===== config.mk =====
export PLATFORM = sky130hd
export DESIGN_NAME = mul_seq_ctrl
export DESIGN_NICKNAME = d
export VERILOG_FILES = /design/src/rtl/mul_seq_ctrl.sv
export SDC_FILE = /design/constraint.sdc
export NUM_CORES = 1
export LEC_CHECK = 0
export BUFFER_PORTS_ARGS = -buffer_cell sky130_fd_sc_hd__buf_2
export CAP_MARGIN = 0
export CORE_MARGIN = 4
export CORE_UTILIZATION = 45
export CTS_CLUSTER_DIAMETER = 120
export DETAILED_ROUTE_END_ITERATION = 8
export PLACE_DENSITY_LB_ADDON = 0.25
export SETUP_SLACK_MARGIN = 0.4
export SLEW_MARGIN = 40
export SYNTH_ARGS = -nofsm -noshare
export SYNTH_HDL_FRONTEND = slang
export SYNTH_SLANG_ARGS = --single-unit

===== constraint.sdc =====
create_clock -name clk -period 1.7 [get_ports clk]
set_input_delay 0.085 -clock clk [delete_from_list [all_inputs] [get_ports clk]]
set_output_delay 0.085 -clock clk [all_outputs]
set_load 0.02 [all_outputs]

===== src/rtl/mul_seq_ctrl.sv =====
// Shift-add 32x32->64 unsigned multiply sequencer driving a shared external adder.
// Optional MUL_ZERO_SKIP_EN: a zero operand goes straight to DONE with a zero product.
module mul_seq_ctrl #(
    parameter int WIDTH = 32,
    parameter int CNT_W = 6
) (
    input  logic             clk,
    input  logic             rst,
    input  logic             in_valid,
    output logic             in_ready,
    input  logic [WIDTH-1:0] op_a,
    input  logic [WIDTH-1:0] op_b,
    output logic             out_valid,
    input  logic             out_ready,
    output logic [WIDTH-1:0] prod_hi,
    output logic [WIDTH-1:0] prod_lo,
    output logic [WIDTH-1:0] add_a,
    output logic [WIDTH-1:0] add_b,
    output logic             add_ci,
    input  logic [WIDTH-1:0] add_s,
    input  logic             add_co
);

    localparam logic [1:0] S_IDLE = 2'd0;
    localparam logic [1:0] S_BUSY = 2'd1;
    localparam logic [1:0] S_DONE = 2'd2;

    logic [1:0]       state;
    logic [WIDTH-1:0] hi;
    logic [WIDTH-1:0] lo;
    logic [WIDTH-1:0] mcand;
    logic [CNT_W-1:0] cnt;
    logic             busy;
    logic             last;
    logic             zero_op;

`ifdef MUL_ZERO_SKIP_EN
    assign zero_op = (op_a == '0) || (op_b == '0);
`else
    assign zero_op = 1'b0;
`endif

    assign busy = (state == S_BUSY);
    assign last = (cnt == CNT_W'(WIDTH - 1));

    always_ff @(posedge clk) begin
        if (rst) begin
            state <= S_IDLE;
            hi    <= '0;
            lo    <= '0;
            mcand <= '0;
            cnt   <= '0;
        end else begin
            case (state)
                S_IDLE: begin
                    if (in_valid) begin
                        hi    <= '0;
                        mcand <= op_a;
                        cnt   <= '0;
                        if (zero_op) begin
                            lo    <= '0;
                            state <= S_DONE;
                        end else begin
                            lo    <= op_b;
                            state <= S_BUSY;
                        end
                    end
                end
                S_BUSY: begin
                    // Adder carry becomes the new top bit; multiplier bits shift out of lo.
                    {hi, lo} <= {add_co, add_s, lo[WIDTH-1:1]};
                    cnt      <= cnt + CNT_W'(1);
                    if (last) begin
                        state <= S_DONE;
                    end
                end
                S_DONE: begin
                    if (out_ready) begin
                        state <= S_IDLE;
                    end
                end
                default: state <= S_IDLE;
            endcase
        end
    end

    assign in_ready  = (state == S_IDLE);
    assign out_valid = (state == S_DONE);
    assign prod_hi   = hi;
    assign prod_lo   = lo;

    // Adder inputs held at zero outside BUSY so the shared adder stays quiet.
    assign add_a  = busy ? hi : '0;
    assign add_b  = (busy && lo[0]) ? mcand : '0;
    assign add_ci = 1'b0;

endmodule


==> flow_summary.toml <==
[clock_network]
htree_levels = 3
cts_tree = "built"
cts_sinks = 104
clk_pin_slew_ns = 0.10
clock_path_buffers = 2
numCtsBuffers = 9
clock-root-buffer = "clkbuf_8"
insertion_delay_ns = 0.38

[placement]
hpwl_um = 9220
place.gp.congestion = 0.864
io_buffers = 230
dpl.cell_count = 877

[timing]
whs_ns = 0.0128
worstMarginPinSlew_ns = 0.803
finalCritPeriodShare_pct = 99.9
slew_viol_final = 0
hold_viol = 0
final.setup.tns_ns = 0
setup_viol = 0
timing.fmax_mhz = 589
clock_skew_ns = 0.0116
finalCriticalPeriod_ns = 1.70
rsz0062_at_grt = "true"
max_slew_margin_pct = 46.5

[critical_path]
critPathMaxStageDelay_ns = 0.37
crit_required_ns = 1.62
r2r-end = "prod_lo[17]"
critPathMaxFanout = 13
ff2ff_setup_slack_ns = 0.03
cp.arrival_ns = 1.61
cp-end-kind = "output pin"
path_buf_inv = 3
cp_cell_sequence = "nor2b_4 -> buf_6 -> clkbuf_16 -> and3_1 -> buf_6"
cp_slowest_cell = "dfxtp_2"
cp.depth = 5
crit_family = "buffers and inverters"
crit_path_start_kind = "register"
crit_top_cell = "buf_6"
r2r-start = "state[1]"
crit_type = "register to output pin"
reg2regPathDepth = 6

[route]
drt_iter0_drc = 446
drc = 0
wl_um = 23500
vias = 5986
drt-pass1-iter-count = 6
wl_per_cell_um = 23.0
vias_per_cell = 5.86
antenna_left = 0

[global_routing]
grt_pass1_wl_um = 28400
grt_use_total_pct = 30.6
antenna_found_initial = 0
grt_pass1_vias = 5714
grt_start_max_net_pins = 75
gr-total-overflow = 0

[worst_hold_path]
hold_class = "input pin to register"
worstHoldStart = "op_b[6]"
holdPathEnd = "prod_lo[6]"
min_path_cells = 2

[die]
row_count = 36
die_h_um = 108
die_area_sq_um = 11700
core_area_sq_um = 9770
die_w_um = 108
start_util_pct = 46.0
design.portCount = 232

[flow_run]
max-cap-violations = 0

[cells_and_area]
n_antenna_cell = 0
area_delta_synth_final_pct = 103
fin_cells = 1021
num-nets-final = 987
drive_above_1_share_pct = 59.0

[synth]
ys_top_cells_by_count = "dfxtp_1 (104), nand2_1 (104), a21oi_1 (84), nand3_1 (38), nor2_1 (35)"
synthCells = 552
yosys_warnings = 0
syn_area_sq_um = 4500
synth_edf_count = 0
synth_seq_cells = 104
yosysTopAreaCell = "dfxtp_1"
syn_nets = 654
async_flop_share_pct = 0
syn_avg_cell_area_sq_um = 8.15
synthTopCellsByArea = "dfxtp_1 (46%), a21oi_1 (9.3%), nand2_1 (8.7%), and2_1 (4.5%), and3_1 (4.5%)"
seq_area_frac_synth_pct = 46.3
yosysUniqueCellTypes = 34
synth_ff_type = "dfxtp_1"
synth_top_area_share_pct = 46.3

[power_and_ir_drop]
p_per_area_nw_per_um2 = 680
leakagePower_nw = 4.06
vdd_ir_drop_max_v = 0.000456

[outcome]
status = "completed"
metrics by stage:
step / utilization [%] / cell area (sq um) / setup WS [ns] / total power, mW
finish: 93.3 / 9120 / 0.00195 / 6.20
global route: 93.3 / 9120 / -0.0835 / 6.36
CTS: 82.2 / 8040 / 0.122 / 5.70
detailed placement: 59.2 / 5790 / 0.104 / 3.74
global placement: 59.2 / 5790 / 0.189 / 3.71
floorplan: - / 4560 / 0.303 / 3.36
kinds of logic (layout without fill, tap and decap cells):
logic type | after synthesis | in the layout | share of synthesized area (%)
and+or+nand+nor | 254 | 254 | 26.9
AOI/OAI and AO/OA | 121 | 121 | 18.1
DFF | 104 | 104 | 46.3
buffers and inverters | 70 | 406 | 8.18
adders and majority gates | 1 | 1 | 0.278
other | 1 | 1 | 0.0834
muxes | 1 | 1 | 0.223
worst register-to-register path: stages, from the launching register on:
cell and delay [ns]:
dfxtp_4 0.39, buf_4 0.14, nand2b_4 0.18, buf_12 0.13
buf_12 0.14, nor2_1 0.07, a2111oi_0 0.47
placed cells by master (no fill, tap or decap), drive strengths merged, types with 2 or more instances in the layout:
master | synthesis | layout
a21oi | 84 | 84
or3 | 2 | 2
and3 | 32 | 32
a31oi | 2 | 2
a2111oi | 16 | 16
clkbuf | 23 | 20
nand2 | 104 | 104
dfxtp | 104 | 104
nand3 | 38 | 38
dlygate4sd3 | 0 | 82
and2 | 32 | 32
o221a | 16 | 16
nor2 | 36 | 36
or4 | 2 | 2
nand2b | 2 | 2
buf | 31 | 287
nor2b | 2 | 2
inv | 16 | 16
nor3 | 2 | 2
flip-flops by register name, indices dropped and copies added (netlist names):
signal   count
mcand       32
prod_hi     32
prod_lo     32
cnt          6
state        2
where the power goes:
group | leakage, nW | switching [mW] | internal (mW)
Sequential | 0.858 | 0.154 | 2.59
Clock | 0.0886 | 0.881 | 0.643
Combinational | 3.12 | 1.00 | 0.929
worst max-delay path by stage:
| stage | startpoint | to | slack (ns) |
|---|---|---|---|
| finish | state[0] | add_b[20] | 0.002 |
| global route | state[1] | prod_lo[17] | -0.08 |
| CTS | state[0] | add_b[30] | 0.12 |
| detailed placement | state[1] | prod_hi[4] | 0.10 |
| global placement | state[1] | prod_hi[3] | 0.19 |
| floorplan | state[1] | prod_lo[10] | 0.30 |
routing by layer:
| layer | track usage [%] | share of wire (%) |
|---|---|---|
| met1 | 33.7 | 34 |
| met2 | 55.7 | 52 |
| met3 | 6.27 | 6.8 |
| met4 | 15.3 | 6.5 |
| met5 | 0 | 0 |
cell type report:
cell class                 instances  area (sq um)
fill                             327           657
sequential                       104          2090
tap                              133           166
multi-input combinational        378          3160
clock buffer                      14           173
timing repair buffer             376          3470
inverter                          16          60.1
timing repair:
action,CTS,global route
setup endpoints to repair,167,168
cloned,15,6
hold buffers,81,1
buffers inserted,17,10
pin swaps,34,14
hold endpoints to repair,81,1
resized for setup,186,216
Power figures use the tool's default switching activity.
